File: src/rtl/instr_read_sequencer_if.sv
// Shared instr_register types and the output word stream
// between the read sequencer and its consumer.
package instr_read_sequencer_pkg;
    typedef enum logic [3:0] {
        ZERO, PASSA, PASSB, ADD, SUB, MULT, DIV, MOD
    } opcode_t;

    typedef logic signed [31:0] operand_t;
    typedef logic [4:0]         address_t;

    typedef struct packed {
        opcode_t            opc;
        operand_t           op_a;
        operand_t           op_b;
        logic signed [63:0] rezultat;
    } instruction_t;
endpackage

interface instr_read_sequencer_if;
    import instr_read_sequencer_pkg::*;

    logic         out_valid;
    logic         out_ready;
    address_t     out_addr;
    instruction_t out_word;

    modport master (
        output out_valid,
        output out_addr,
        output out_word,
        input  out_ready
    );

    modport slave (
        input  out_valid,
        input  out_addr,
        input  out_word,
        output out_ready
    );
endinterface

File: src/rtl/instr_read_sequencer.sv
// Walks instr_register in increasing, decreasing or LFSR order
// and streams each captured word out on a valid/ready channel.
module instr_read_sequencer
    import instr_read_sequencer_pkg::*;
#(
    parameter int       CNT_W          = 6,
    parameter address_t LFSR_ZERO_SEED = 5'h01
) (
    input  logic                clk,
    input  logic                reset_n,
    input  logic                start,
    input  address_t            first_addr,
    input  logic [CNT_W-1:0]    count,
    input  logic [1:0]          order,
    output address_t            read_pointer,
    input  instruction_t        instruction_word,
    instr_read_sequencer_if.master out_if,
    output logic                busy,
    output logic                done,
    output logic [CNT_W-1:0]    words_sent
);

    typedef enum logic [1:0] {IDLE, RUN, DRAIN} state_t;

    state_t       state_q, state_d;
    address_t     rp_q, rp_d, rp_nxt;
    address_t     addr_q, addr_d;
    instruction_t word_q, word_d;
    logic         valid_q, valid_d;
    logic         busy_q, busy_d;
    logic         done_q, done_d;
    logic [1:0]   ord_q, ord_d;
    logic [CNT_W-1:0] cnt_q, cnt_d;
    logic [CNT_W-1:0] iss_q, iss_d;
    logic [CNT_W-1:0] sent_q, sent_d;
    logic [CNT_W:0]   iss_inc;
    logic         adv;
    logic         acc;

    assign adv     = !valid_q || out_if.out_ready;
    assign acc     = valid_q && out_if.out_ready;
    assign iss_inc = {1'b0, iss_q} + (CNT_W+1)'(1);

    // In LFSR order read_pointer is itself the LFSR state
    always_comb begin
        rp_nxt = rp_q + 5'd1;
        unique case (1'b1)
            ord_q == 2'd2: rp_nxt = rp_q - 5'd1;
            ord_q == 2'd3: rp_nxt = {rp_q[3:0], rp_q[4] ^ rp_q[2]};
            default:       rp_nxt = rp_q + 5'd1;
        endcase
    end

    always_comb begin
        state_d = state_q;
        rp_d    = rp_q;
        addr_d  = addr_q;
        word_d  = word_q;
        valid_d = valid_q;
        busy_d  = busy_q;
        done_d  = 1'b0;
        ord_d   = ord_q;
        cnt_d   = cnt_q;
        iss_d   = iss_q;
        sent_d  = sent_q;
        if (acc)
            sent_d = sent_q + CNT_W'(1);
        unique case (state_q)
            IDLE: begin
                if (start && count != '0) begin
                    state_d = RUN;
                    cnt_d   = count;
                    ord_d   = (order == 2'd0) ? 2'd1 : order;
                    rp_d    = (order == 2'd3 && first_addr == '0)
                              ? LFSR_ZERO_SEED : first_addr;
                    busy_d  = 1'b1;
                    sent_d  = '0;
                    iss_d   = '0;
                end
            end
            RUN: begin
                if (adv) begin
                    word_d  = instruction_word;
                    addr_d  = rp_q;
                    valid_d = 1'b1;
                    iss_d   = iss_q + CNT_W'(1);
                    if (iss_inc < {1'b0, cnt_q})
                        rp_d = rp_nxt;
                    else
                        state_d = DRAIN;
                end
            end
            DRAIN: begin
                if (acc) begin
                    valid_d = 1'b0;
                    busy_d  = 1'b0;
                    done_d  = 1'b1;
                    state_d = IDLE;
                end
            end
            default: state_d = IDLE;
        endcase
    end

    always_ff @(posedge clk or negedge reset_n) begin
        if (!reset_n) begin
            state_q <= IDLE;
            rp_q    <= '0;
            addr_q  <= '0;
            word_q  <= '0;
            valid_q <= 1'b0;
            busy_q  <= 1'b0;
            done_q  <= 1'b0;
            ord_q   <= 2'd1;
            cnt_q   <= '0;
            iss_q   <= '0;
            sent_q  <= '0;
        end else begin
            state_q <= state_d;
            rp_q    <= rp_d;
            addr_q  <= addr_d;
            word_q  <= word_d;
            valid_q <= valid_d;
            busy_q  <= busy_d;
            done_q  <= done_d;
            ord_q   <= ord_d;
            cnt_q   <= cnt_d;
            iss_q   <= iss_d;
            sent_q  <= sent_d;
        end
    end

    assign read_pointer     = rp_q;
    assign out_if.out_valid = valid_q;
    assign out_if.out_addr  = addr_q;
    assign out_if.out_word  = word_q;
    assign busy             = busy_q;
    assign done             = done_q;
    assign words_sent       = sent_q;

endmodule

File: src/flat_wrapper.sv
// flat-port wrapper written by rule: the top's interface ports become plain ports
module instr_read_sequencer_flat import instr_read_sequencer_pkg::*;
#(
    parameter int       CNT_W          = 6,
    parameter address_t LFSR_ZERO_SEED = 5'h01
)
  (clk, reset_n, start, first_addr, count, order, read_pointer, instruction_word, busy, done, words_sent, out_if_out_valid, out_if_out_addr, out_if_out_word, out_if_out_ready);
  instr_read_sequencer_if out_if_i ();
  input  logic clk;
  input  logic reset_n;
  input  logic start;
  input  address_t first_addr;
  input  logic [CNT_W-1:0] count;
  input  logic [1:0] order;
  output address_t read_pointer;
  input  instruction_t instruction_word;
  output logic busy;
  output logic done;
  output logic [CNT_W-1:0] words_sent;
  output wire logic [$bits(out_if_i.out_valid)-1:0] out_if_out_valid;
  output wire logic [$bits(out_if_i.out_addr)-1:0] out_if_out_addr;
  output wire logic [$bits(out_if_i.out_word)-1:0] out_if_out_word;
  input wire logic [$bits(out_if_i.out_ready)-1:0] out_if_out_ready;
  assign out_if_out_valid = out_if_i.out_valid;
  assign out_if_out_addr = out_if_i.out_addr;
  assign out_if_out_word = out_if_i.out_word;
  assign out_if_i.out_ready = out_if_out_ready;
  instr_read_sequencer #(.CNT_W(CNT_W), .LFSR_ZERO_SEED(LFSR_ZERO_SEED)) u_core (.clk(clk), .reset_n(reset_n), .start(start), .first_addr(first_addr), .count(count), .order(order), .read_pointer(read_pointer), .instruction_word(instruction_word), .out_if(out_if_i), .busy(busy), .done(done), .words_sent(words_sent));
endmodule
File: config.mk
export PLATFORM = sky130hd
export DESIGN_NAME = instr_read_sequencer_flat
export DESIGN_NICKNAME = d
export VERILOG_FILES = /design/src/rtl/instr_read_sequencer_if.sv /design/src/rtl/instr_read_sequencer.sv /design/src/flat_wrapper.sv
export SDC_FILE = /design/constraint.sdc
export NUM_CORES = 1
export LEC_CHECK = 0
export ABC_AREA = 1
export BUFFER_PORTS_ARGS = -buffer_cell sky130_fd_sc_hd__buf_4
export CAP_MARGIN = 10
export CELL_PAD_IN_SITES_DETAIL_PLACEMENT = 0
export CELL_PAD_IN_SITES_GLOBAL_PLACEMENT = 1
export CORE_UTILIZATION = 36
export CTS_BUF_LIST = sky130_fd_sc_hd__clkbuf_16
export DETAILED_ROUTE_END_ITERATION = 7
export PLACE_DENSITY = 0.8
export RECOVER_POWER = 50
export SLEW_MARGIN = 5
export SYNTH_ARGS = -nofsm -noshare
export SYNTH_HDL_FRONTEND = slang
export SYNTH_SLANG_ARGS = --single-unit
File: constraint.sdc
create_clock -name clk -period 3.4 [get_ports clk]
set_clock_uncertainty 0.2 [all_clocks]
set_input_delay 0.68 -clock clk [delete_from_list [all_inputs] [get_ports clk]]
set_output_delay 0.68 -clock clk [all_outputs]
set_load 0.1 [all_outputs]
* After elaboration in Yosys (flattened, before gate mapping)
Index checks and enable logic that the tools add are counted.
** Operators by class
- Add/subtract/negate cells :: 5
- $lt $le $gt $ge :: 1
- Bitwise logic cells :: 1
- Reductions and logical operators :: 19
- Equal/unequal tests :: 10
- Multiplexer cells :: 25
** Operators with widths (count)
- two-way mux 6 bit :: 5
- two-way mux 5 bit :: 4
- one-hot mux 5 bit (2 select lines) :: 2
- adder 6 x 1 -> 6 bit, second input constant :: 2
- one-hot mux 6 bit (2 select lines) :: 1
- two-way mux 2 bit :: 5
- AND reduction 3 bit :: 3
- equality test 2 bit, second input constant :: 4
- != test 2 x 1 -> 1 bit, second input constant :: 4
- AND reduction 4 bit :: 2
- adder 6 x 1 -> 7 bit, second input constant :: 1
- < comparator 7 x 6 -> 1 bit :: 1
- one-hot mux 2 bit (3 select lines) :: 1
- nonzero test 2 bit :: 3
- nonzero test 6 bit :: 1
- adder 5 x 1 -> 5 bit, second input constant :: 1
- logical NOT 5 bit :: 1
- two-way mux 1 bit :: 5
- subtractor 5 x 1 -> 5 bit, second input constant :: 1
- logical NOT 2 bit :: 2
- one-hot mux 1 bit (2 select lines) :: 2
- AND reduction 2 bit :: 2
- logical AND 1 bit :: 3
- equality test 2 x 1 -> 1 bit, second input constant :: 1
- 4 further kinds :: 4
** Word-level totals
- Bits of input ports :: 149
- Register bits after elaboration :: 167
- Output and inout port bits :: 151
- Logic and storage cells :: 75

* Logic depth before layout (Yosys ltp)
Gate-level depths: netlist of the first run.
- Depth after elaboration :: 5
- Depth in mapped cells :: 16
- Gate-level depth less buffers :: 16

* Worst setup path after synthesis of the first run
Ideal clock, no wire load.
- Kind :: reg-to-reg
- Start point :: register u_core.rp_q[2], in the netlist u_core.read_pointer[2]
- End point :: register u_core.rp_q[3], in the netlist u_core.read_pointer[3]
- Library setup time :: 0.120 ns
- Cell stages (with the launch flop) :: 10
- Data required time :: 3.080 ns
- Path slack :: 1.158 ns
- Period minus slack after synthesis :: 2.242 ns
- Path buffers :: 0
- Arrival time :: 1.922 ns
- Cells stage by stage :: dfrtp_1 -> ha_1 -> a21oi_1 -> nand2_1 -> nand2_1 -> nand3_1 -> nand2_1 -> o21ai_0 -> nand2_1 -> nand2_1
** Between the ends
- Longest elaborated chain between the ends :: 5
- Elaborated cells on any way between the ends :: 6
- Those cells by class :: 2 x add/sub; 4 x mux
** RTL lines
- start: declaration :: line instr_read_sequencer.sv:26 : address_t rp_q, rp_d, rp_nxt;
- start signal: assignment :: line instr_read_sequencer.sv:120 : rp_q <= rp_d;
- adder 5 x 1 -> 5 bit / subtractor 5 x 1 -> 5 bit (equally long branches)
- one-hot mux 5 bit (2 select lines) (*) :: line instr_read_sequencer.sv:47 : unique case (1'b1)
- two-way mux 5 bit (*) :: line instr_read_sequencer.sv:87 : if (iss_inc < {1'b0, cnt_q})
- two-way mux 5 bit (*) :: line instr_read_sequencer.sv:82 : if (adv) begin
- one-hot mux 5 bit (2 select lines) (*) :: line instr_read_sequencer.sv:68 : unique case (state_q)
Every way passes the cells marked *; elsewhere a longest branch is shown, timed or not. The select of a mux whose other input is x is not followed.
A chain may end at the register's enable or synchronous reset.

* Worst setup path in the final report of the first run
- Start point :: register u_core.state_q[1]
- End point :: register u_core.word_q (netlist bit u_core.out_if.out_word[71])
** Between the ends
- Longest elaborated chain between the ends :: 2
** RTL lines
- start: declaration :: line instr_read_sequencer.sv:25 : state_t state_q, state_d;
- start signal: assignment :: line instr_read_sequencer.sv:119 : state_q <= state_d;
- equality test 2 x 1 -> 1 bit :: line instr_read_sequencer.sv:68
- AND reduction 2 bit (no source line)
- end signal: assignment :: line instr_read_sequencer.sv:122 : word_q <= word_d;
- end: declaration :: line instr_read_sequencer.sv:28 : instruction_t word_q, word_d;
Every way passes these cells.

==> impl_results.md, run 1 <==
- Status: complete, but fails checks
- Failing checks: max-capacitance violations, max-slew violations
- Warnings from Yosys: 0
- Starting Density: 0.367
- Fin crit share: 0.780
- Initial antenna violation count: 0
- Final min period: 2650 ps
- Total CTS buffers: 17
- Syn_area_per_cell: 8.58 um2
- CTS tree: built
- Startpoint types: flip-flop
- Post-Route WL: 18.9 mm
- Number of global-route vias before repair: between 5000 and 6000
- Setup bufs post-CTS: 0
- Final net count: ~1300
- Post-route setup TNS: 0 ps
- Post-synth cell types: 29
- Clk Latency, worst-skew pair: roughly 430 ps
- Synth Cell Area: between 0.006 and 0.007 mm2
- Antenna Nets Post-Route: 0
- Std-Cell Rows: 50
- Worst-Margin Slew: 1840 ps
- Count of state elements after synthesis: 167
- RSZ-0062 raised after global routing: no
- Rel. slew slack: -0.229
- First-pass GRT wire length: slightly above 30 mm
- Largest net degree at the start of global routing: 136
- Vias per cell: 4.45
- Resized cells post-CTS: 0
- Ant. Diodes: 0
- Clock Pin Slew Worst Setup and Hold Paths: 70 ps
- Slew Limit Fails: 70
- Core area: 0.0187 mm2
- Sequential share of the synthesized area: 0.610
- Fin. Hold Viols: 0
- Die Span Y: 140 um
- CP endpoint kind: flip-flop
- Final Hold Slack: approximately 240 ps
- # clock sinks: 167
- Net count after synthesis: ~960
- R2R Setup Slk: 750 ps
- Drt wl/cell: 14.1 um
- I/O Buffers: 299
- Longest Clk Path Bufs: 2
- HP Class: input port to flip-flop
- Share of layout cells above drive strength 1: 0.308
- Remaining routing DRC violations: 0
- Iter 0 DRT Violations: roughly 240
- CTS root buffer: clkbuf_16
- Dpl hpwl: roughly 13 mm
- Vias: 5956
- Syn Inst Count: 799
- Max Fclk: about 380 MHz
- Die area: 0.0196 mm2
- Worst Path Max Fanout: 135
- Max-cap violations: 1
- Critical Path RT: 3550 ps
- Endpoints failing setup: 0
- Routability cong.: 0.808
- DR pass1 iterations: 4
- Die width: 140 um
- Io pins: 300
- Kind of critical path: flip-flop to flip-flop
- Total congestion overflow: 0
- Worst EP arrival: 2800 ps
- H-tree depth: 4
- Cts hold-fix bufs: 0
- Area growth from synthesis to layout: 43.7%
- Total Routing Usage GR: 0.199
synthesized netlist by cell type:
cell type,number,area (um2)
nor3_1,1,5.00
o21ai_0,26,130
nor3_2,1,10.0
buf_2,19,95.1
buf_1,8,30.0
dfrtp_1,166,4150
nor2_2,1,6.26
a21oi_1,10,50.1
buf_4,2,15.0
nor2_1,17,63.8
clkbuf_1,3,11.3
nand3_1,19,95.1
nor2_8,1,20.0
o22ai_1,1,6.26
ha_1,10,125
nand2_2,2,12.5
xor2_1,8,70.1
nand4_1,1,6.26
inv_1,36,135
o211ai_1,1,7.51
dfstp_2,1,26.3
o22a_1,1,8.76
fa_1,1,20.0
nand2_1,457,1720
and3_1,1,6.26
or2_2,2,12.5
a22oi_1,1,7.51
inv_2,1,3.75
xnor2_1,1,8.76
worst max-delay path, stage by stage (launching register included):
cell	delay, ps
dfrtp_1	380
inv_1	80
nand2_2	170
nor2_8	160
clkbuf_4	1110
nand2_1	260
nand2_1	150
cell type report:
class | instances | area (um2)
clock buffer | 17 | 425
inverter | 37 | 141
tap | 234 | 293
clock inverter | 15 | 120
timing repair buffer | 305 | 2310
sequential | 167 | 4180
fill | 1832 | 8850
multi-input combinational | 563 | 2380
stage by stage:
step	worst slack, ps	cell area, um2	cells	utilization
detailed placement	1090	9350	1306	0.500
global route	515	9850	1338	0.527
global placement	1130	9350	1306	0.500
finish	750	9850	1338	0.527
CTS	1070	9890	1338	0.529
floorplan	1160	6860	799	-
placed cells by master (no fill, tap or decap), types with 2 or more instances in the layout:
master	instances
nand2_1	457
buf_4	296
dfrtp_1	166
inv_1	37
o21ai_0	26
nand3_1	19
nor2_1	18
clkbuf_16	17
a21oi_1	10
ha_1	10
xor2_1	8
clkinv_4	4
clkinvlp_4	3
inv_6	3
clkbuf_1	3
buf_12	3
nor3_1	2
or2_2	2
nand2_2	2
clkinv_2	2
inv_8	2
clkbuf_4	2
sequential cells by signal, indices dropped and copies added, names as in the netlist:
signal	flops
u_core.cnt_q	6
u_core.read_pointer	5
u_core.done	1
u_core.state_q	2
u_core.out_if.out_valid	1
u_core.out_if.out_addr	5
u_core.iss_q	6
u_core.ord_q	2
u_core.out_if.out_word	132
u_core.busy	1
u_core.words_sent	6
cell families (layout without fill, tap and decap cells):
kind of cell             Yosys count  after routing  synth area share
AO/OA/AOI/OAI                     40             40            0.0307
flip-flops                       167            167             0.610
AND/OR/NAND/NOR                  503            503             0.285
adder cells (fa/ha/maj)           11             11            0.0212
XOR/XNOR                           9              9            0.0115
buffers and inverters             69            374            0.0423
worst paths after layout:
kind	from	to	depth (start not counted)
min in group asynchronous	reset_n	u_core.ord_q[1]	1
worst min register to register	u_core.out_if.out_word[102]	u_core.out_if.out_word[102]	2
max in group asynchronous	reset_n	u_core.out_if.out_word[116]	1
worst max register to register	u_core.state_q[1]	u_core.out_if.out_word[71]	6
worst min-delay path	instruction_word[56]	u_core.out_if.out_word[56]	3
worst max-delay path	u_core.state_q[1]	u_core.out_if.out_word[71]	6
metal layers:
layer	routed length, um	up-vias	GRT usage
met3	1380	19	0.0598
met1	8380	2723	0.266
met4	269	0	0.0671
met2	8830	192	0.308
met5	0	-	0
li1	-	3022	-
Power of run 1 is left out: the tool's default activity adds up to more than one toggle a clock period on the data nets, which glitch-free logic cannot reach.
==> inputs of run 2 (changes only) <==
- CORE_UTILIZATION: 36 -> 30
- PLACE_DENSITY: 0.8 -> 0.71
- clock period: 3.4 -> 2.2 ns (I/O delays scaled with it)
==> run 2 against run 1 <==
Against the previous run: the run now ends clean; hold slack worse by 230 ps; first-iteration DRC count increased by 31%; highest routed layer unchanged; via count increased by 5.4%; die area is 20% higher; critical endpoint is now u_core.read_pointer[1]; design area grew 7.6%; core utilization fell by 4.7 points.
==> impl_results.md, run 2 (synthesis results as in run 1) <==
- HP Class: input port to flip-flop
- Post-route cell area: between 0.01 and 0.015 mm2
- Top layer in use: met4
- Hold depth: 3
- Iter 0 DRT Violations: 320
- # clock sinks: between 150 and 200
- Worst reg2reg endpoint: u_core.read_pointer[1]
- Total CTS buffers: 17
- Initial antenna violation count: 0
- Commonest non-fill, non-tap cell in the layout: nand2_1
- CTS tree: built
- R2R Setup Slk: 10 ps
- Worst reg2reg path depth: 16
- RSZ-0062 raised after global routing: yes
- Met1 wire length: between 9 and 10 mm
- Die width: 153 um
- Clock Pin Slew Worst Setup and Hold Paths: 70 ps
- Longest Clk Path Bufs: 2
- Final min period: 2190 ps
- Post-DP Area: 0.00951 mm2
- Largest net degree at the start of global routing: 79
- Antenna Nets Post-Route: 0
- Worst path cell trace: ha_2, nand3_2, xor2_1, inv_1, ha_4, nand2_2, nand2_1, nand2_1, nand2_1, nor2_2, nand2_1, nand2_2, nand2_4, inv_4, nand2_1, nand2_1
- DR pass1 iterations: 4
- Kind of critical path: flip-flop to flip-flop
- Routability cong.: 0.782
- Layout Cells excl Fill: 1444
- Worst EP arrival: 2290 ps
- CTS root buffer: clkbuf_16
- Fin. Hold Viols: 0
- Slew Limit Fails: 0
- Crit path top cell by count: nand2_1
- Final net count: between 1000 and 1500
- Share of layout cells above drive strength 1: 0.320
- Fin crit share: 0.994
- Worst r2r src: u_core.iss_q[0]
- Hold Path Sink: u_core.out_if.out_word[49]
- Critical Path RT: approximately 2300 ps
- Remaining routing DRC violations: 0
- Delay of the slowest critical-path stage: ~400 ps
- Die Span Y: 153 um
- Clk Latency, worst-skew pair: 410 ps
- I/O Buffers: 299
- Slowest stage cell, crit path: dfrtp_1
- Die area: 0.0235 mm2
- Starting Density: 0.310
- Metal2 WL: 9.55 mm
- Core area: ~0.022 mm2
- Dpl hpwl: between 10 and 15 mm
- Number of flip-flops under the largest register name: 132
- Max Fclk: around 460 MHz
- Endpoints failing setup: 0
- Status: finished clean
- Max-cap violations: 0
- Startpoint types: flip-flop
- Std-Cell Rows: 54
- Area growth from synthesis to layout: 54.6%
- Vias per cell: 4.35
- Total congestion overflow: 0
- Fin util: 0.480
- Io pins: 300
- Most frequent cells in the layout: nand2_1 (455), buf_4 (305), dfrtp_1 (162)
- Number of global-route vias before repair: 6472
- Hold Startpoint: instruction_word[49]
- Placed Cells incl. Taps: 1364
- First-pass GRT wire length: 33.4 mm
- Rel. slew slack: 0.431
- Crit path max-delay family: simple AND/OR/NAND/NOR gates
- Total Routing Usage GR: 0.179
- WP buf/inv: 2
- H-tree depth: 4
- Worst Path Max Fanout: 7
- Ant. Diodes: 0
- Vias: roughly 6300
- Post-route setup TNS: 0 ps
- Met3 WL: 1.67 mm
- CP endpoint kind: flip-flop
- Drt wl/cell: around 14 um
- Worst-Margin Slew: 854 ps
- Post-Route WL: 20.6 mm
-- run 2: cell types whose count changed in the layout (fill, tap and decap cells not counted), moves of 3 or more --
cell / delta
ha_1: -3
clkbuf_2: +7
dlygate4sd3_1: +45
dfrtp_2: +4
bufinv_16: +3
dfrtp_1: -4
inv_1: -3
buf_6: +3
buf_4: +9
-- run 2: layout make-up --
type / instances / area, um2
Timing Repair Buffer: 366 / 2880
Sequential cell: 167 / 4190
Inverter: 37 / 144
Multi-Input combinational cell: 563 / 2440
Clock buffer: 17 / 425
Fill cell: 2169 / 11500
Clock inverter: 14 / 174
Tap cell: 280 / 350
-- run 2: metal layers --
layer	GRT usage	vias to the layer above
li1	-	3141
met3	0.0576	15
met2	0.291	205
met4	0.0625	0
met1	0.224	2917
met5	0	-
-- run 2: worst reg2reg max path, stage by stage (launching register included) --
cell     delay [ps]
dfrtp_1         400
ha_2            200
nand3_2          80
xor2_1          190
inv_1           100
ha_4            280
nand2_2          40
nand2_1          50
nand2_1          60
nand2_1          70
nor2_2           40
nand2_1          60
nand2_2          70
nand2_4         110
inv_4            40
nand2_1          50
nand2_1          50
-- run 2: repair_timing --
item	CTS	global route
resized for setup	9	7
pin swaps	9	6
buffers inserted	4	0
hold buffers	45	0
endpoints found under the setup margin	6	7
endpoints found under the hold margin	70	0
-- run 2: worst max path at each step --
stage	from	to	slack, ps	cells past startpoint
after global routing	u_core.iss_q[0]	u_core.read_pointer[3]	-160	15
final	u_core.iss_q[0]	u_core.read_pointer[1]	10	16
after floorplan	u_core.read_pointer[1]	u_core.read_pointer[4]	0.9	6
after global placement	u_core.iss_q[0]	u_core.read_pointer[3]	-30	16
after detailed placement	u_core.iss_q[0]	u_core.read_pointer[2]	-80	16
after CTS	u_core.iss_q[0]	u_core.read_pointer[1]	-40	15
-- run 2: stage by stage --
| stage | setup WS [ps] | hold slack, ps |
|---|---|---|
| 6_report | 12.4 | 13.6 |
| 3_3_place_gp | -27.0 | 161 |
| 2_1_floorplan | 0.860 | -55.6 |
| 4_1_cts | -35.4 | 0.174 |
| 3_5_place_dp | -78.9 | 161 |
| 5_1_grt | -164 | 1.70 |
Power of run 2 is left out for the same reason.
